## config.mk

```make
export PLATFORM = sky130hd
export DESIGN_NAME = hls_main_top_flat
export DESIGN_NICKNAME = d
export VERILOG_FILES = /design/src/rtl/hls_main_top_if.sv /design/src/rtl/hls_main_top.sv /design/src/flat_wrapper.sv
export SDC_FILE = /design/constraint.sdc
export NUM_CORES = 1
export LEC_CHECK = 0
export CAP_MARGIN = 15
export CORE_AREA = 2 2 133 122
export CTS_CLUSTER_SIZE = 30
export DETAILED_ROUTE_END_ITERATION = 16
export DIE_AREA = 0 0 135 124
export HOLD_SLACK_MARGIN = 0.05
export PLACE_DENSITY = 0.77
export SYNTH_ARGS = -nofsm -noshare
export SYNTH_HDL_FRONTEND = slang
export SYNTH_SLANG_ARGS = --single-unit
```

## constraint.sdc

```tcl
create_clock -name clk -period 2.6 [get_ports clk]
set_clock_uncertainty 0.2 [all_clocks]
set_input_delay 0.52 -clock clk [delete_from_list [all_inputs] [get_ports clk]]
set_output_delay 0.52 -clock clk [all_outputs]
set_load 0.01 [all_outputs]
```

## src/rtl/hls_main_top_if.sv

```systemverilog
// Control/stream bundle for hls_main_top: AXI4 slave register port
// plus input and output AXI-Stream channels.
interface hls_main_top_if #(
  parameter int DATA_W     = 16,
  parameter int USER_W     = 2,
  parameter int AXI_ADDR_W = 32,
  parameter int AXI_DATA_W = 64
) ();
  logic [AXI_ADDR_W-1:0]   axi_s_aw_addr;
  logic [7:0]              axi_s_aw_len;
  logic                    axi_s_aw_valid;
  logic                    axi_s_aw_ready;
  logic [AXI_DATA_W-1:0]   axi_s_w_data;
  logic [AXI_DATA_W/8-1:0] axi_s_w_strb;
  logic                    axi_s_w_last;
  logic                    axi_s_w_valid;
  logic                    axi_s_w_ready;
  logic [1:0]              axi_s_b_resp;
  logic                    axi_s_b_resp_valid;
  logic                    axi_s_b_resp_ready;
  logic [AXI_ADDR_W-1:0]   axi_s_ar_addr;
  logic [7:0]              axi_s_ar_len;
  logic                    axi_s_ar_valid;
  logic                    axi_s_ar_ready;
  logic [AXI_DATA_W-1:0]   axi_s_r_data;
  logic [1:0]              axi_s_r_resp;
  logic                    axi_s_r_last;
  logic                    axi_s_r_valid;
  logic                    axi_s_r_ready;
  logic [DATA_W-1:0]       ififo_tdata;
  logic                    ififo_tlast;
  logic [USER_W-1:0]       ififo_tuser;
  logic                    ififo_valid;
  logic                    ififo_ready;
  logic [DATA_W-1:0]       ofifo_tdata;
  logic                    ofifo_tlast;
  logic [USER_W-1:0]       ofifo_tuser;
  logic                    ofifo_valid;
  logic                    ofifo_ready;

  modport slave (
    input  axi_s_aw_addr, axi_s_aw_len, axi_s_aw_valid,
    output axi_s_aw_ready,
    input  axi_s_w_data, axi_s_w_strb, axi_s_w_last, axi_s_w_valid,
    output axi_s_w_ready,
    output axi_s_b_resp, axi_s_b_resp_valid,
    input  axi_s_b_resp_ready,
    input  axi_s_ar_addr, axi_s_ar_len, axi_s_ar_valid,
    output axi_s_ar_ready,
    output axi_s_r_data, axi_s_r_resp, axi_s_r_last, axi_s_r_valid,
    input  axi_s_r_ready,
    input  ififo_tdata, ififo_tlast, ififo_tuser, ififo_valid,
    output ififo_ready,
    output ofifo_tdata, ofifo_tlast, ofifo_tuser, ofifo_valid,
    input  ofifo_ready
  );

  modport master (
    output axi_s_aw_addr, axi_s_aw_len, axi_s_aw_valid,
    input  axi_s_aw_ready,
    output axi_s_w_data, axi_s_w_strb, axi_s_w_last, axi_s_w_valid,
    input  axi_s_w_ready,
    input  axi_s_b_resp, axi_s_b_resp_valid,
    output axi_s_b_resp_ready,
    output axi_s_ar_addr, axi_s_ar_len, axi_s_ar_valid,
    input  axi_s_ar_ready,
    input  axi_s_r_data, axi_s_r_resp, axi_s_r_last, axi_s_r_valid,
    output axi_s_r_ready,
    output ififo_tdata, ififo_tlast, ififo_tuser, ififo_valid,
    input  ififo_ready,
    input  ofifo_tdata, ofifo_tlast, ofifo_tuser, ofifo_valid,
    output ofifo_ready
  );
endinterface

```

## src/rtl/hls_main_top.sv

```systemverilog
// Streaming add-offset/bypass call engine with AXI4 control registers.
// Define HLS_STATUS_REG_EN to add the STATUS register and frame counter.
module hls_main_top #(
  parameter int DATA_W     = 16,
  parameter int USER_W     = 2,
  parameter int AXI_ADDR_W = 32,
  parameter int AXI_DATA_W = 64
) (
  input  logic clk,
  input  logic reset,
  input  logic start,
  output logic ready,
  output logic finish,
  hls_main_top_if.slave s
);
  localparam int IDX_W  = AXI_ADDR_W - 3;
  localparam int STRB_W = AXI_DATA_W / 8;

  typedef enum logic [1:0] {IDLE, RUN, DRAIN} state_e;
  state_e state_q, state_d;

  logic [16:0]           ctrl_q, ctrl_d;
  logic [16:0]           shadow_q, shadow_d;
  logic [DATA_W-1:0]     o_data_q, o_data_d;
  logic [USER_W-1:0]     o_user_q, o_user_d;
  logic                  o_last_q, o_last_d;
  logic                  o_valid_q, o_valid_d;
  logic                  aw_got_q, aw_got_d;
  logic                  aw_ctrl_q, aw_ctrl_d;
  logic [7:0]            aw_len_q, aw_len_d;
  logic                  w_got_q, w_got_d;
  logic                  w_first_q, w_first_d;
  logic [16:0]           w_data_q, w_data_d;
  logic [2:0]            w_strb_q, w_strb_d;
  logic                  b_valid_q, b_valid_d;
  logic [1:0]            b_resp_q, b_resp_d;
  logic                  r_valid_q, r_valid_d;
  logic [7:0]            r_cnt_q, r_cnt_d;
  logic [AXI_DATA_W-1:0] r_data_q, r_data_d;
  logic [AXI_DATA_W-1:0] rd_val;

  logic in_fire, out_fire, done;
  logic aw_fire, w_fire, ar_fire;
  logic unused_bits;

  assign ready         = (state_q == IDLE);
  assign s.ififo_ready = (state_q == RUN) && (!o_valid_q || s.ofifo_ready);
  assign in_fire       = s.ififo_valid && s.ififo_ready;
  assign out_fire      = o_valid_q && s.ofifo_ready;
  assign done          = (state_q == DRAIN) && out_fire && o_last_q;
  assign finish        = done;

  assign s.ofifo_tdata = o_data_q;
  assign s.ofifo_tuser = o_user_q;
  assign s.ofifo_tlast = o_last_q;
  assign s.ofifo_valid = o_valid_q;

  // Readies stay low while reset is held.
  assign s.axi_s_aw_ready     = !reset && !aw_got_q && !b_valid_q;
  assign s.axi_s_w_ready      = !reset && !w_got_q && !b_valid_q;
  assign s.axi_s_ar_ready     = !reset && !r_valid_q;
  assign s.axi_s_b_resp       = b_resp_q;
  assign s.axi_s_b_resp_valid = b_valid_q;
  assign s.axi_s_r_data       = r_data_q;
  assign s.axi_s_r_resp       = 2'b00;
  assign s.axi_s_r_last       = r_valid_q && (r_cnt_q == 8'd0);
  assign s.axi_s_r_valid      = r_valid_q;

  assign aw_fire = s.axi_s_aw_valid && s.axi_s_aw_ready;
  assign w_fire  = s.axi_s_w_valid && s.axi_s_w_ready;
  assign ar_fire = s.axi_s_ar_valid && s.axi_s_ar_ready;

  assign unused_bits = ^{s.axi_s_aw_addr[2:0], s.axi_s_ar_addr[2:0],
                         s.axi_s_w_data[AXI_DATA_W-1:17],
                         s.axi_s_w_strb[STRB_W-1:3]};

`ifdef HLS_STATUS_REG_EN
  logic [31:0] frames_q, frames_d;

  always_comb begin
    frames_d = frames_q;
    if (done) frames_d = frames_q + 32'd1;
  end

  always_ff @(posedge clk) begin
    if (reset) frames_q <= '0;
    else       frames_q <= frames_d;
  end
`endif

  always_comb begin
    rd_val = '0;
    if (s.axi_s_ar_addr[AXI_ADDR_W-1:3] == IDX_W'(0)) begin
      rd_val[16:0] = ctrl_q;
    end
`ifdef HLS_STATUS_REG_EN
    else if (s.axi_s_ar_addr[AXI_ADDR_W-1:3] == IDX_W'(1)) begin
      rd_val[32:0] = {state_q != IDLE, frames_q};
    end
`endif
  end

  always_comb begin
    state_d = state_q;
    unique case (state_q)
      IDLE:    if (start) state_d = RUN;
      RUN:     if (in_fire && s.ififo_tlast) state_d = DRAIN;
      DRAIN:   if (done) state_d = IDLE;
      default: state_d = IDLE;
    endcase
  end

  always_ff @(posedge clk) begin
    if (reset) state_q <= IDLE;
    else       state_q <= state_d;
  end

  always_comb begin
    ctrl_d    = ctrl_q;
    shadow_d  = shadow_q;
    o_data_d  = o_data_q;
    o_user_d  = o_user_q;
    o_last_d  = o_last_q;
    o_valid_d = o_valid_q;
    aw_got_d  = aw_got_q;
    aw_ctrl_d = aw_ctrl_q;
    aw_len_d  = aw_len_q;
    w_got_d   = w_got_q;
    w_first_d = w_first_q;
    w_data_d  = w_data_q;
    w_strb_d  = w_strb_q;
    b_valid_d = b_valid_q;
    b_resp_d  = b_resp_q;
    r_valid_d = r_valid_q;
    r_cnt_d   = r_cnt_q;
    r_data_d  = r_data_q;

    if (state_q == IDLE && start) shadow_d = ctrl_q;

    if (in_fire) begin
      o_valid_d = 1'b1;
      o_data_d  = shadow_q[16] ? s.ififo_tdata
                : s.ififo_tdata + DATA_W'(shadow_q[15:0]);
      o_user_d  = s.ififo_tuser;
      o_last_d  = s.ififo_tlast;
    end else if (out_fire) begin
      o_valid_d = 1'b0;
    end

    if (aw_fire) begin
      aw_got_d  = 1'b1;
      aw_ctrl_d = (s.axi_s_aw_addr[AXI_ADDR_W-1:3] == IDX_W'(0));
      aw_len_d  = s.axi_s_aw_len;
    end

    // Burst beats after the first are drained but never written.
    if (w_fire) begin
      if (!w_first_q) begin
        w_first_d = 1'b1;
        w_data_d  = s.axi_s_w_data[16:0];
        w_strb_d  = s.axi_s_w_strb[2:0];
      end
      if (s.axi_s_w_last) w_got_d = 1'b1;
    end

    if (aw_got_q && w_got_q) begin
      if (aw_ctrl_q) begin
        if (w_strb_q[0]) ctrl_d[7:0]  = w_data_q[7:0];
        if (w_strb_q[1]) ctrl_d[15:8] = w_data_q[15:8];
        if (w_strb_q[2]) ctrl_d[16]   = w_data_q[16];
      end
      aw_got_d  = 1'b0;
      w_got_d   = 1'b0;
      w_first_d = 1'b0;
      b_valid_d = 1'b1;
      b_resp_d  = (aw_len_q != 8'd0) ? 2'b10 : 2'b00;
    end

    if (b_valid_q && s.axi_s_b_resp_ready) b_valid_d = 1'b0;

    if (ar_fire) begin
      r_valid_d = 1'b1;
      r_cnt_d   = s.axi_s_ar_len;
      r_data_d  = rd_val;
    end else if (r_valid_q && s.axi_s_r_ready) begin
      if (r_cnt_q == 8'd0) r_valid_d = 1'b0;
      else                 r_cnt_d   = r_cnt_q - 8'd1;
    end
  end

  always_ff @(posedge clk) begin
    if (reset) begin
      ctrl_q    <= '0;
      shadow_q  <= '0;
      o_data_q  <= '0;
      o_user_q  <= '0;
      o_last_q  <= 1'b0;
      o_valid_q <= 1'b0;
      aw_got_q  <= 1'b0;
      aw_ctrl_q <= 1'b0;
      aw_len_q  <= '0;
      w_got_q   <= 1'b0;
      w_first_q <= 1'b0;
      w_data_q  <= '0;
      w_strb_q  <= '0;
      b_valid_q <= 1'b0;
      b_resp_q  <= 2'b00;
      r_valid_q <= 1'b0;
      r_cnt_q   <= '0;
      r_data_q  <= '0;
    end else begin
      ctrl_q    <= ctrl_d;
      shadow_q  <= shadow_d;
      o_data_q  <= o_data_d;
      o_user_q  <= o_user_d;
      o_last_q  <= o_last_d;
      o_valid_q <= o_valid_d;
      aw_got_q  <= aw_got_d;
      aw_ctrl_q <= aw_ctrl_d;
      aw_len_q  <= aw_len_d;
      w_got_q   <= w_got_d;
      w_first_q <= w_first_d;
      w_data_q  <= w_data_d;
      w_strb_q  <= w_strb_d;
      b_valid_q <= b_valid_d;
      b_resp_q  <= b_resp_d;
      r_valid_q <= r_valid_d;
      r_cnt_q   <= r_cnt_d;
      r_data_q  <= r_data_d;
    end
  end
endmodule

```

## src/flat_wrapper.sv

```systemverilog
// flat-port wrapper written by rule: the top's interface ports become plain ports
module hls_main_top_flat 
#(
  parameter int DATA_W     = 16,
  parameter int USER_W     = 2,
  parameter int AXI_ADDR_W = 32,
  parameter int AXI_DATA_W = 64
)
  (clk, reset, start, ready, finish, s_axi_s_aw_addr, s_axi_s_aw_len, s_axi_s_aw_valid, s_axi_s_aw_ready, s_axi_s_w_data, s_axi_s_w_strb, s_axi_s_w_last, s_axi_s_w_valid, s_axi_s_w_ready, s_axi_s_b_resp, s_axi_s_b_resp_valid, s_axi_s_b_resp_ready, s_axi_s_ar_addr, s_axi_s_ar_len, s_axi_s_ar_valid, s_axi_s_ar_ready, s_axi_s_r_data, s_axi_s_r_resp, s_axi_s_r_last, s_axi_s_r_valid, s_axi_s_r_ready, s_ififo_tdata, s_ififo_tlast, s_ififo_tuser, s_ififo_valid, s_ififo_ready, s_ofifo_tdata, s_ofifo_tlast, s_ofifo_tuser, s_ofifo_valid, s_ofifo_ready);
  hls_main_top_if #(.DATA_W(DATA_W), .USER_W(USER_W), .AXI_ADDR_W(AXI_ADDR_W), .AXI_DATA_W(AXI_DATA_W)) s_i ();
  input  logic clk;
  input  logic reset;
  input  logic start;
  output logic ready;
  output logic finish;
  input wire logic [$bits(s_i.axi_s_aw_addr)-1:0] s_axi_s_aw_addr;
  input wire logic [$bits(s_i.axi_s_aw_len)-1:0] s_axi_s_aw_len;
  input wire logic [$bits(s_i.axi_s_aw_valid)-1:0] s_axi_s_aw_valid;
  output wire logic [$bits(s_i.axi_s_aw_ready)-1:0] s_axi_s_aw_ready;
  input wire logic [$bits(s_i.axi_s_w_data)-1:0] s_axi_s_w_data;
  input wire logic [$bits(s_i.axi_s_w_strb)-1:0] s_axi_s_w_strb;
  input wire logic [$bits(s_i.axi_s_w_last)-1:0] s_axi_s_w_last;
  input wire logic [$bits(s_i.axi_s_w_valid)-1:0] s_axi_s_w_valid;
  output wire logic [$bits(s_i.axi_s_w_ready)-1:0] s_axi_s_w_ready;
  output wire logic [$bits(s_i.axi_s_b_resp)-1:0] s_axi_s_b_resp;
  output wire logic [$bits(s_i.axi_s_b_resp_valid)-1:0] s_axi_s_b_resp_valid;
  input wire logic [$bits(s_i.axi_s_b_resp_ready)-1:0] s_axi_s_b_resp_ready;
  input wire logic [$bits(s_i.axi_s_ar_addr)-1:0] s_axi_s_ar_addr;
  input wire logic [$bits(s_i.axi_s_ar_len)-1:0] s_axi_s_ar_len;
  input wire logic [$bits(s_i.axi_s_ar_valid)-1:0] s_axi_s_ar_valid;
  output wire logic [$bits(s_i.axi_s_ar_ready)-1:0] s_axi_s_ar_ready;
  output wire logic [$bits(s_i.axi_s_r_data)-1:0] s_axi_s_r_data;
  output wire logic [$bits(s_i.axi_s_r_resp)-1:0] s_axi_s_r_resp;
  output wire logic [$bits(s_i.axi_s_r_last)-1:0] s_axi_s_r_last;
  output wire logic [$bits(s_i.axi_s_r_valid)-1:0] s_axi_s_r_valid;
  input wire logic [$bits(s_i.axi_s_r_ready)-1:0] s_axi_s_r_ready;
  input wire logic [$bits(s_i.ififo_tdata)-1:0] s_ififo_tdata;
  input wire logic [$bits(s_i.ififo_tlast)-1:0] s_ififo_tlast;
  input wire logic [$bits(s_i.ififo_tuser)-1:0] s_ififo_tuser;
  input wire logic [$bits(s_i.ififo_valid)-1:0] s_ififo_valid;
  output wire logic [$bits(s_i.ififo_ready)-1:0] s_ififo_ready;
  output wire logic [$bits(s_i.ofifo_tdata)-1:0] s_ofifo_tdata;
  output wire logic [$bits(s_i.ofifo_tlast)-1:0] s_ofifo_tlast;
  output wire logic [$bits(s_i.ofifo_tuser)-1:0] s_ofifo_tuser;
  output wire logic [$bits(s_i.ofifo_valid)-1:0] s_ofifo_valid;
  input wire logic [$bits(s_i.ofifo_ready)-1:0] s_ofifo_ready;
  assign s_i.axi_s_aw_addr = s_axi_s_aw_addr;
  assign s_i.axi_s_aw_len = s_axi_s_aw_len;
  assign s_i.axi_s_aw_valid = s_axi_s_aw_valid;
  assign s_axi_s_aw_ready = s_i.axi_s_aw_ready;
  assign s_i.axi_s_w_data = s_axi_s_w_data;
  assign s_i.axi_s_w_strb = s_axi_s_w_strb;
  assign s_i.axi_s_w_last = s_axi_s_w_last;
  assign s_i.axi_s_w_valid = s_axi_s_w_valid;
  assign s_axi_s_w_ready = s_i.axi_s_w_ready;
  assign s_axi_s_b_resp = s_i.axi_s_b_resp;
  assign s_axi_s_b_resp_valid = s_i.axi_s_b_resp_valid;
  assign s_i.axi_s_b_resp_ready = s_axi_s_b_resp_ready;
  assign s_i.axi_s_ar_addr = s_axi_s_ar_addr;
  assign s_i.axi_s_ar_len = s_axi_s_ar_len;
  assign s_i.axi_s_ar_valid = s_axi_s_ar_valid;
  assign s_axi_s_ar_ready = s_i.axi_s_ar_ready;
  assign s_axi_s_r_data = s_i.axi_s_r_data;
  assign s_axi_s_r_resp = s_i.axi_s_r_resp;
  assign s_axi_s_r_last = s_i.axi_s_r_last;
  assign s_axi_s_r_valid = s_i.axi_s_r_valid;
  assign s_i.axi_s_r_ready = s_axi_s_r_ready;
  assign s_i.ififo_tdata = s_ififo_tdata;
  assign s_i.ififo_tlast = s_ififo_tlast;
  assign s_i.ififo_tuser = s_ififo_tuser;
  assign s_i.ififo_valid = s_ififo_valid;
  assign s_ififo_ready = s_i.ififo_ready;
  assign s_ofifo_tdata = s_i.ofifo_tdata;
  assign s_ofifo_tlast = s_i.ofifo_tlast;
  assign s_ofifo_tuser = s_i.ofifo_tuser;
  assign s_ofifo_valid = s_i.ofifo_valid;
  assign s_i.ofifo_ready = s_ofifo_ready;
  hls_main_top #(.DATA_W(DATA_W), .USER_W(USER_W), .AXI_ADDR_W(AXI_ADDR_W), .AXI_DATA_W(AXI_DATA_W)) u_core (.clk(clk), .reset(reset), .start(start), .ready(ready), .finish(finish), .s(s_i));
endmodule
```

Word-level counts from Yosys, hierarchy flattened

Index checks and enable logic that the tools add are counted.

Register bits after elaboration: 117
Logic and storage cells: 89
Bits of input ports: 182
Output and inout port bits: 97

Equal/unequal tests: 6
Mux-type cells: 15
Reduce and logical (&&, ||, !) cells: 44
$add $sub $neg: 2
Bitwise operators: 1

Operators by type and width:

| cell                                             | number |
|---|---|
| logical NOT 29 bit                               | 2 |
| two-way mux 8 bit                                | 3 |
| logical AND 1 bit                                | 19 |
| two-way mux 17 bit                               | 1 |
| adder 16 bit                                     | 1 |
| two-way mux 16 bit                               | 1 |
| AND reduction 3 bit                              | 4 |
| logical NOT 8 bit                                | 1 |
| two-way mux 2 bit                                | 4 |
| AND reduction 2 bit                              | 4 |
| nonzero test 8 bit                               | 1 |
| subtractor 8 x 1 -> 8 bit, second input constant | 1 |
| logical NOT 1 bit                                | 6 |
| != test 2 bit, second input constant             | 3 |
| one-hot mux 2 bit (3 select lines)               | 1 |
| nonzero test 2 bit                               | 3 |
| two-way mux 1 bit                                | 5 |
| OR reduction 2 bit                               | 2 |
| == test 2 x 1 -> 1 bit, second input constant    | 1 |
| == test 2 bit, second input constant             | 1 |
| logical NOT 2 bit                                | 1 |
| != test 2 x 1 -> 1 bit, second input constant    | 1 |
| logical OR 1 bit                                 | 1 |
| inverter 1 bit                                   | 1 |

Depth between registers and ports, before layout

Gate-level depths: netlist (run 1).

Depth after elaboration: 7
Gate-level depth with buffers: 8
Mapped depth without buffers: 8

Worst setup path after synthesis (run 1)

No wires, ideal clock.

Path type: input port to flip-flop
Start: input port s_ififo_tdata[0]
End: register u_core.o_data_q[14] (netlist: u_core.s.ofifo_tdata[14])
Path buffers: 0
Required time: 2.266 ns
Arrival: 2.199 ns
Library setup time: 0.134 ns
Stages on the path: 8
Setup slack: 0.067 ns
Path through: ha_1 -> fa_1 -> a21o_1 -> a221oi_2 -> and4b_1 -> nor3_1 -> xor2_1 -> a211oi_1

Word-level cells in the longest chain between the ends: 2

RTL lines:

| element              | RTL line            | RTL |
|---|---|---|
| start, declared      | flat_wrapper.sv:37  | `input wire logic [$bits(s_i.ififo_tdata)-1:0] s_ififo_tdata;` |
| adder 16 bit         | hls_main_top.sv:143 | `: s.ififo_tdata + DATA_W'(shadow_q[15:0]);` |
| two-way mux 16 bit   | hls_main_top.sv:142 | `o_data_d = shadow_q[16] ? s.ififo_tdata` |
| end signal, assigned | hls_main_top.sv:214 | `o_data_q <= o_data_d;` |
| end, declared        | hls_main_top.sv:24  | `logic [DATA_W-1:0] o_data_q, o_data_d;` |

No other way between the ends.
A chain may end at the register's enable or synchronous reset.

Worst setup path after layout (run 1)

Start: register u_core.r_cnt_q[0]
End: output port s_axi_s_r_last

Word-level cells in the longest chain between the ends: 2

RTL lines:

| element                | RTL line            | RTL |
|---|---|---|
| start, declared        | hls_main_top.sv:38  | `logic [7:0] r_cnt_q, r_cnt_d;` |
| start signal, assigned | hls_main_top.sv:228 | `r_cnt_q <= r_cnt_d;` |
| logical NOT 8 bit      | hls_main_top.sv:66  | `assign s.axi_s_r_last = r_valid_q && (r_cnt_q == 8'd0);` |
| logical AND 1 bit      | hls_main_top.sv:66  |  |
| end, declared          | flat_wrapper.sv:34  | `output wire logic [$bits(s_i.axi_s_r_last)-1:0] s_axi_s_r_last;` |

No other way between the ends.

==> results of run 1 <==
per-layer routing:
layer | global-route usage | share of wire | up-vias
met5 | 0 | 0 | -
met4 | 0.0618 | 0.011 | 0
met3 | 0.0431 | 0.057 | 10
met2 | 0.290 | 0.46 | 158
met1 | 0.244 | 0.47 | 2360
li1 | - | - | 2700
flip-flops by register name, summed over array words and instances (netlist names), 3 cells and up:
name and count:
u_core.s.axi_s_r_data 17, u_core.ctrl_q 17, u_core.r_cnt_q 8, u_core.s.ofifo_tdata 16
u_core.w_strb_q 3, u_core.w_data_q 17, u_core.shadow_q 17, u_core.aw_len_q 8
worst max-delay path by stage:
stage	cells past startpoint	slack, ns	to
final	6	-0.006	s_axi_s_r_last
after global routing	6	-0.09	s_axi_s_r_last
after CTS	6	-0.12	s_axi_s_r_last
after detailed placement	9	-0.54	u_core.s.ofifo_tdata[12]
after global placement	9	-0.49	u_core.s.ofifo_tdata[10]
after floorplan	8	0.07	u_core.s.ofifo_tdata[14]
stage by stage:
stage	setup TNS [ns]	worst slack (ns)	std cells	instance area [um^2]
6_report	-0.00576	-0.00576	1107	8410
4_1_cts	-0.119	-0.119	1105	8310
2_1_floorplan	0	0.0666	731	5740
3_3_place_gp	-3.16	-0.488	1066	7570
3_5_place_dp	-3.64	-0.544	1066	7570
5_1_grt	-0.0869	-0.0869	1107	8410
power breakdown:
| group | switching [mW] | internal, mW |
|---|---|---|
| clock network | 0.830 | 1.73 |
| logic | 0.326 | 0.394 |
| registers | 0.0553 | 1.84 |
layout make-up:
cell class / count / area [um^2]
sequential: 116 / 2320
clock inverter: 11 / 200
fill: 1475 / 6870
inverter: 4 / 15.0
tap: 202 / 253
timing repair buffer: 228 / 2160
multi-input combinational: 525 / 3000
clock buffer: 21 / 450
worst max-delay path, stage by stage (launching register included):
cell and delay, ns:
dfxtp_2 0.32, inv_2 0.08, ha_4 0.13, or4b_4 0.48, nor4_4 0.20, and2_4 0.19
buf_6 0.09
cell usage in the layout (no fill, tap or decap), types with 18 or more instances in the layout:
cell,instances
clkdlybuf4s50_1,164
nand2_1,157
dfxtp_1,114
a21oi_1,97
buf_4,57
conb_1,50
nor2_1,30
a22o_1,18
o21ai_0,18
cells by family (layout without fill, tap and decap cells):
kind of cell / after synthesis / after routing / synth area share
fa+ha+maj: 18 / 18 / 0.0419
mux: 5 / 5 / 0.00923
compound gates: 169 / 169 / 0.183
buf+inv: 90 / 264 / 0.0968
flops: 116 / 116 / 0.418
xor+xnor: 18 / 18 / 0.0284
other cells: 1 / 50 / 0.000675
simple gates: 265 / 265 / 0.222
what timing repair did:
item,CTS,global route
setup endpoints to repair,9,10
resized for setup,19,13
endpoints found under the hold margin,0,0
pin swaps,8,13
buffers inserted,8,4
==> results.sh, run 1 <==
export IMPL_fp_dieH_um=124
export IMPL_htreeDepth=4
export IMPL_period_needed_ns=2.61
export IMPL_power_density_nw_per_um2=616
export IMPL_power_total_mw=5.18
export IMPL_worstSetupStartpointType="flip-flop"
export IMPL_grt_overflow=0
export IMPL_numCtsBuffers=17
export IMPL_crit_type="reg2out"
export IMPL_clockRootBuffer="clkbuf_16"
export IMPL_cts_clk_slew_worst_paths_ns=0.05
export IMPL_r2r_cells=13
export IMPL_post_route_period_util=1.00
export IMPL_synthArstFlopShare=0
export IMPL_syn_area_um2=5560
export IMPL_relSlewSlack=0.463
export IMPL_grt_max_degree=53
export IMPL_setup_viol_count_final=1
export IMPL_initial_core_util=0.364
export IMPL_clock_path_buffers=2
export IMPL_antenna_found_initial=0
export IMPL_dpl_hpwl_um=11200
export IMPL_reg2reg_slack_ns=0.14
export IMPL_p_leak_nw=3.16
export IMPL_finalHoldViolations=0
export IMPL_port_buffers=170
export IMPL_drive_gt1_frac=0.129
export IMPL_hold_buffers=0
export IMPL_end_kind="output port"
export IMPL_gp_congestion=0.893
export IMPL_grt_pass1_vias=4930
export IMPL_fin_nets=1092
export IMPL_hold_slack_ns=0.163
export IMPL_drc=0
export IMPL_status="complete, but fails checks"
export IMPL_utilization=0.550
export IMPL_min_path_type="in2reg"
export IMPL_r2r_end="u_core.r_cnt_q[6]"
export IMPL_io_pins=279
export IMPL_grt_first_pass_wirelength_um=24200
export IMPL_drt_iter0_drc=302
export IMPL_synth_area_leaders="dfxtp_1 42%, nand2_1 11%, a21oi_1 8.7%, buf_4 7.0%, ha_1 3.8%"
export IMPL_ant_nets=0
export IMPL_worstMarginPinSlew_ns=0.804
export IMPL_worstPathArrival_ns=1.89
export IMPL_yosysUniqueCellTypes=51
export IMPL_worst_slack_ns=-0.00576
export IMPL_dieArea_um2=16700
export IMPL_violations="negative setup slack"
export IMPL_ir_drop_v=0.000460
export IMPL_synthTopCellsByCount="157 x nand2_1, 116 x dfxtp_1, 97 x a21oi_1, 52 x buf_4"
export IMPL_grt_setup_unrepaired="yes"
export IMPL_area_delta_synth_final_pct=51.3
export IMPL_ys_seq_elements=116
export IMPL_design_core_area_um2=15300
export IMPL_vias=5228
export IMPL_cap_violations=0
export IMPL_hp_start="reset"
export IMPL_wl_um=15200
export IMPL_rows=43
export IMPL_first_pass_iters=5
export IMPL_critical_path_max_fanout=2
export IMPL_synth_edff_count=0
export IMPL_synth_warning_count=0
export IMPL_grt_usage=0.182
export IMPL_clkLatencyLatePin_ns=0.40
export IMPL_yosysMostFrequentCell="nand2_1"
export IMPL_regToRegStartpoint="u_core.r_cnt_q[1]"
export IMPL_n_antenna_cell=0
export IMPL_postSynthAreaPerCell_um2=8.15
export IMPL_crit_path_start="u_core.r_cnt_q[0]"
export IMPL_max_freq_mhz=384
export IMPL_synthFlopType="dfxtp_1"
export IMPL_ys_seq_area_frac=0.418
export IMPL_synth_largest_area_cell="dfxtp_1"
export IMPL_hold_depth=2
export IMPL_synth_top_area_share=0.418
export IMPL_min_to="u_core.aw_len_q[6]"
export IMPL_slew_violations=0
export IMPL_cts_tree="built"
export IMPL_vias_per_cell=4.72
export IMPL_worstPathRequired_ns=1.88
export IMPL_synth_cells=682
export IMPL_die_w_um=135
export IMPL_cts_sinks=116
export IMPL_detail_route_wl_per_cell_um=13.7
Power figures use the tool's default switching activity.
==> run 2: changes to the inputs <==
--- a/config.mk
+++ b/config.mk
@@ -10,6 +10,7 @@
 export CTS_CLUSTER_SIZE = 30
 export DETAILED_ROUTE_END_ITERATION = 16
 export DIE_AREA = 0 0 135 124
+export GPL_TIMING_DRIVEN = 0
 export HOLD_SLACK_MARGIN = 0.05
 export PLACE_DENSITY = 0.77
 export SYNTH_ARGS = -nofsm -noshare
==> run 2 against run 1 <==
Net effect: combinational power is 3.3% higher; critical path type unchanged; power shrank 0.74%; the flow still finishes with violations (negative setup slack); global-route usage is 0.96 points higher; utilization grew 0.69 points; final cell count rose by 3.2%; critical path depth unchanged; die area unchanged; via count rose by 2.5%; critical endpoint unchanged; maximum frequency fell by 1.5%.
==> results.sh, run 2 (synthesized netlist as in run 1, its figures left out) <==
export IMPL_numCtsBuffers=17
export IMPL_drc=0
export IMPL_cts_sinks=116
export IMPL_worst_slack_ns=-0.0443
export IMPL_die_w_um=135
export IMPL_layout_commonest_cell="clkdlybuf4s50_1"
export IMPL_period_needed_ns=2.64
export IMPL_dieArea_um2=16700
export IMPL_fp_dieH_um=124
export IMPL_initial_core_util=0.364
export IMPL_cp_slowest_cell="or4b_4"
export IMPL_cts_tree="built"
export IMPL_busiest_layer="met2"
export IMPL_grt_max_degree=17
export IMPL_drive_gt1_frac=0.134
export IMPL_slew_violations=0
export IMPL_area_delta_synth_final_pct=53.2
export IMPL_violations="negative setup slack"
export IMPL_setup_viol_count_final=1
export IMPL_met1_usage=0.241
export IMPL_intPower_mw=3.89
export IMPL_fin_nets=1127
export IMPL_status="complete, but fails checks"
export IMPL_finalHoldViolations=0
export IMPL_wl_um=16000
export IMPL_grt_first_pass_wirelength_um=25200
export IMPL_design_area_um2=8510
export IMPL_design_core_area_um2=15300
export IMPL_n_antenna_cell=0
export IMPL_ir_drop_v=0.000464
export IMPL_post_dp_cell_area_um2=7690
export IMPL_clkLatencyLatePin_ns=0.42
export IMPL_vias_per_cell=4.69
export IMPL_clkPwrFrac=0.487
export IMPL_detail_route_wl_per_cell_um=14.0
export IMPL_min_path_type="reg2reg"
export IMPL_hold_buffers=0
export IMPL_worstPathArrival_ns=1.92
export IMPL_ant_nets=0
export IMPL_p_leak_nw=3.28
export IMPL_drt_iter0_drc=270
export IMPL_grt_pass1_vias=5175
export IMPL_cts_clk_slew_worst_paths_ns=0.06
export IMPL_power_total_mw=5.14
export IMPL_max_freq_mhz=378
export IMPL_worstSetupStartpointType="flip-flop"
export IMPL_swShare=0.244
export IMPL_critical_path_max_fanout=2
export IMPL_vias=5357
export IMPL_clock_path_buffers=2
export IMPL_fillerInstances=1398
export IMPL_path_cells="inv_2 -> ha_4 -> or4b_4 -> nor4_4 -> and2_4 -> buf_6"
export IMPL_port_buffers=170
export IMPL_grt_setup_unrepaired="yes"
export IMPL_seqPwrFrac=0.368
export IMPL_power_density_nw_per_um2=604
export IMPL_io_pins=279
export IMPL_antenna_found_initial=0
export IMPL_combPwrFrac=0.145
export IMPL_relSlewSlack=0.471
export IMPL_rows=43
export IMPL_htreeDepth=4
export IMPL_worstMarginPinSlew_ns=0.793
export IMPL_grt_overflow=0
export IMPL_gp_congestion=0.877
export IMPL_grt_util_met2=0.322
export IMPL_first_pass_iters=5
export IMPL_path_delay_family="simple AND/OR/NAND/NOR gates"
export IMPL_post_route_period_util=1.02
export IMPL_cap_violations=0
export IMPL_use_met3=0.0541
export IMPL_switching_power_mw=1.25
export IMPL_clockRootBuffer="clkbuf_16"
export IMPL_dpl_hpwl_um=12300
export IMPL_end_kind="output port"
export IMPL_mostFrequentLayoutCells="161 x clkdlybuf4s50_1, 157 x nand2_1, 114 x dfxtp_1"
export IMPL_worstPathBufferInverterCount=2
export IMPL_critPathMaxStageDelay_ns=0.48
export IMPL_grt_usage=0.192
export IMPL_worstPathRequired_ns=1.88
export IMPL_crit_type="reg2out"
==> run 2: metal layers <==
metal	up-vias	share of wire
li1	2779	-
met1	2389	0.46
met2	169	0.47
met3	20	0.059
met4	0	0.018
met5	-	0
==> run 2: worst paths after layout <==
path	startpoint	end	slack, ns	depth (start not counted)
setup / recovery	u_core.r_cnt_q[1]	s_axi_s_r_last	-0.04	6
hold / removal	u_core.w_data_q[3]	u_core.ctrl_q[3]	0.25	2
setup reg to reg	u_core.shadow_q[0]	u_core.s.ofifo_tdata[14]	0.15	8
hold reg to reg	u_core.w_data_q[3]	u_core.ctrl_q[3]	0.25	2
==> run 2: power groups by stage <==
stage          Sequential [mW]  Clock [mW]  Combinational (mW)
2_1_floorplan             1.93           0               0.358
3_3_place_gp              1.93           0               0.682
3_5_place_dp              1.93           0               0.695
4_1_cts                   1.89        2.52               0.725
5_1_grt                   1.90        2.62               0.814
6_report                  1.89        2.50               0.744
==> run 2: per-stage QoR <==
step           TNS [ns]  std cells   util  worst slack (ns)  hold WS [ns]
6_report        -0.0443       1142  0.557           -0.0443         0.253
5_1_grt         -0.0995       1142  0.557           -0.0814         0.272
4_1_cts          -0.109       1140  0.551            -0.109         0.251
3_5_place_dp     -13.83       1103  0.504            -0.752         0.247
3_3_place_gp     -13.15       1103  0.504            -0.761         0.239
2_1_floorplan         0        731      -            0.0666         0.232
==> run 2: worst register-to-register path, stage by stage, from the launching register on <==
cell      delay, ns
dfxtp_1        0.32
ha_2           0.19
fa_2           0.36
a21o_1         0.23
a221oi_4       0.31
and4b_1        0.25
nor3_2         0.19
xor2_1         0.19
a211oi_2       0.08
==> run 2: what timing repair did <==
action,CTS,global route
buffers inserted,5,2
resized for setup,25,14
pin swaps,7,8
endpoints found under the setup margin,20,9
==> run 2: final cells by class <==
cell class              count  area, um^2  area share
clock buffers              18         439      0.0516
repair buffers            177        1760       0.207
flip-flops and latches    116        2320       0.273
inverters                   4        15.0     0.00176
multi-input cells         525        2990       0.351
clock inverters            14         200      0.0235
well taps                 202         253      0.0297
plain buffers              86         531      0.0623
==> RTL change: new RTL, settings of run 1 <==
`AXI_ADDR_W` is set to 32 in 3 places; all go to 48.
--- a/src/rtl/hls_main_top_if.sv
+++ b/src/rtl/hls_main_top_if.sv
@@ -3,7 +3,7 @@
 interface hls_main_top_if #(
   parameter int DATA_W     = 16,
   parameter int USER_W     = 2,
-  parameter int AXI_ADDR_W = 32,
+  parameter int AXI_ADDR_W = 48,
   parameter int AXI_DATA_W = 64
 ) ();
   logic [AXI_ADDR_W-1:0]   axi_s_aw_addr;
--- a/src/rtl/hls_main_top.sv
+++ b/src/rtl/hls_main_top.sv
@@ -3,7 +3,7 @@
 module hls_main_top #(
   parameter int DATA_W     = 16,
   parameter int USER_W     = 2,
-  parameter int AXI_ADDR_W = 32,
+  parameter int AXI_ADDR_W = 48,
   parameter int AXI_DATA_W = 64
 ) (
   input  logic clk,
--- a/src/flat_wrapper.sv
+++ b/src/flat_wrapper.sv
@@ -3,7 +3,7 @@
 #(
   parameter int DATA_W     = 16,
   parameter int USER_W     = 2,
-  parameter int AXI_ADDR_W = 32,
+  parameter int AXI_ADDR_W = 48,
   parameter int AXI_DATA_W = 64
 )
   (clk, reset, start, ready, finish, s_axi_s_aw_addr, s_axi_s_aw_len, s_axi_s_aw_valid, s_axi_s_aw_ready, s_axi_s_w_data, s_axi_s_w_strb, s_axi_s_w_last, s_axi_s_w_valid, s_axi_s_w_ready, s_axi_s_b_resp, s_axi_s_b_resp_valid, s_axi_s_b_resp_ready, s_axi_s_ar_addr, s_axi_s_ar_len, s_axi_s_ar_valid, s_axi_s_ar_ready, s_axi_s_r_data, s_axi_s_r_resp, s_axi_s_r_last, s_axi_s_r_valid, s_axi_s_r_ready, s_ififo_tdata, s_ififo_tlast, s_ififo_tuser, s_ififo_valid, s_ififo_ready, s_ofifo_tdata, s_ofifo_tlast, s_ofifo_tuser, s_ofifo_valid, s_ofifo_ready);
Interface: changed (resized s_axi_s_ar_addr and s_axi_s_aw_addr); port bits go from 279 to 311. The function was not compared with the original's and may differ.
==> RTL change against run 1 <==
- wire length is 14% higher
- fmax is 3.9% higher
- final area up 6.8%
- sequential cell count is the same
- core utilization up 3.7 points
- synthesized area rose by 6.3%
- setup slack improved by 0.098 ns
- worst hold slack improved by 0.081 ns
- count of clock-buffer cells in the layout did not move
- first-iteration DRC count is 0.66% lower
- total power down 0.14%
- register-to-register slack barely moved
==> RTL change: results (changes against run 1) <==
[synthesis]
synth_mux_area_frac=0.0205  ; was 0.00923
synth_common_cells=nand2_1 (158), dfxtp_1 (116), a21oi_1 (96)  ; was nand2_1 (157), dfxtp_1 (116), a21oi_1 (97)
synth-compound-area-share=0.184  ; was 0.183
ys_types=60  ; was 51
synth.avg_cell_area_um2=7.94  ; was 8.15 um2
synth.area.top_cells=dfxtp_1 (39%), nand2_1 (10%), a21oi_1 (8.1%), buf_4 (6.4%), ha_1 (3.6%)  ; was dfxtp_1 (42%), nand2_1 (11%), a21oi_1 (8.7%), buf_4 (7.0%), ha_1 (3.8%)
synth_xor_area_frac=0.0148  ; was 0.0284
async_flop_share=0  ; unchanged
ys_seq_area_frac=0.393  ; was 0.418

[drt]
first_iter_violations=300  ; was 302
drt-wirelength-per-cell_um=14.5  ; was 13.7 um
drt_first_pass_iters=5  ; unchanged
via_count=5959  ; was 5228
wirelength_um=17300  ; was 15200 um

[pwr]
leakage_nw=3.42  ; was 3.16 nW
p_int_w=0.00394  ; was 0.00397 W
vdd_ir_drop_max_mv=0.456  ; was 0.460 mV

[place]
portBuffers=202  ; was 170
dp_hpwl_um=13400  ; was 11200 um
gp_congestion=0.882  ; was 0.893

[grt]
grt_pass1_vias=5720  ; was 4930
grt_max_degree=50  ; was 53
grt_use_total=0.210  ; was 0.182
grt_pass1_wl_um=27700  ; was 24200 um

[sta]
worst_pin_slew_ns=0.533  ; was 0.804 ns

[critical_path]
r2r_start=u_core.shadow_q[0]  ; was u_core.r_cnt_q[1]
crit_arrival_ns=1.79  ; was 1.89 ns
rr_worst_depth=7  ; was 13
r2r-end=u_core.s.ofifo_tdata[10]  ; was u_core.r_cnt_q[6]
critPathMaxFanout=10  ; was 2

[clock_tree]
numCtsBuffers=17  ; unchanged
path_clk_slew_ns=0.06

[status]
status=complete, no violations  ; was complete, but fails checks

[layout]
drive_gt1_frac=0.129  ; about the same
fillerInstances=1467  ; was 1475

[hold_path]
hold_end=u_core.w_data_q[16]  ; was u_core.aw_len_q[6]

[run]
max-cap-violations=0  ; unchanged

==> RTL change: per-layer routing <==
metal  track usage  routed length (um)  up-vias
li1              -                   -     3016
met1         0.256                7710     2737
met2         0.364                8230      193
met3        0.0647                1170       13
met4        0.0534                 203        0
met5             0                   0        -
==> RTL change: critical path, cell delays in order, from the launching register on <==
cell	delay, ns
dfxtp_1	0.35
nand2b_1	0.31
nor2_1	0.17
clkdlybuf4s50_1	0.55
==> RTL change: how the worst max path moves through the flow <==
stage | start | end | slack, ns
after floorplan | s_ififo_tdata[0] | u_core.s.ofifo_tdata[10] | 0.02
after global placement | s_ififo_tdata[0] | u_core.s.ofifo_tdata[10] | -0.54
after detailed placement | s_ififo_tdata[0] | u_core.s.ofifo_tdata[12] | -0.60
after CTS | s_ififo_tdata[0] | u_core.s.ofifo_tdata[10] | 0.0003
after global routing | u_core.shadow_q[0] | u_core.s.ofifo_tdata[10] | 0.02
final | u_core.state_q[1] | s_ififo_ready | 0.09
==> RTL change: stage by stage <==
stage | area (um2) | hold WS (ns) | worst slack [ns]
2_1_floorplan | 6100 | 0.232 | 0.0232
3_3_place_gp | 8290 | 0.240 | -0.537
3_5_place_dp | 8290 | 0.245 | -0.602
4_1_cts | 8950 | 0.224 | 0.000329
5_1_grt | 8970 | 0.236 | 0.0193
6_report | 8970 | 0.243 | 0.0924
==> RTL change: area by class of cell <==
cell class	count	area share
Inverter	12	0.00502
Clock buffer	21	0.0513
Sequential cell	116	0.259
Tap cell	202	0.0282
Timing Repair Buffer	264	0.278
Clock inverter	11	0.0194
Multi-Input combinational cell	572	0.360
==> RTL change: power by group through the flow <==
stage	logic [W]	clock network, W	registers [W]
2_1_floorplan	0.000381	0	0.00193
3_3_place_gp	0.000779	0	0.00193
3_5_place_dp	0.000787	0	0.00193
4_1_cts	0.000795	0.00253	0.00189
5_1_grt	0.000871	0.00262	0.00190
6_report	0.000795	0.00248	0.00189
==> RTL change: cells by family after synthesis <==
logic type                 count (synthesis)
AOI/OAI and AO/OA                        173
xor gates and xnor gates                  10
adders and majority gates                 18
buffers and inverters                    105
DFF                                      116
muxes                                     12
other                                      1
and+or+nand+nor                          309
==> RTL change: timing repair <==
| action | CTS | global route |
|---|---|---|
| hold endpoints to repair | 0 | 0 |
| endpoints found under the setup margin | 5 | 6 |
| setup buffers | 1 | 1 |
| resized for setup | 10 | 4 |
| pin swaps | 2 | 4 |
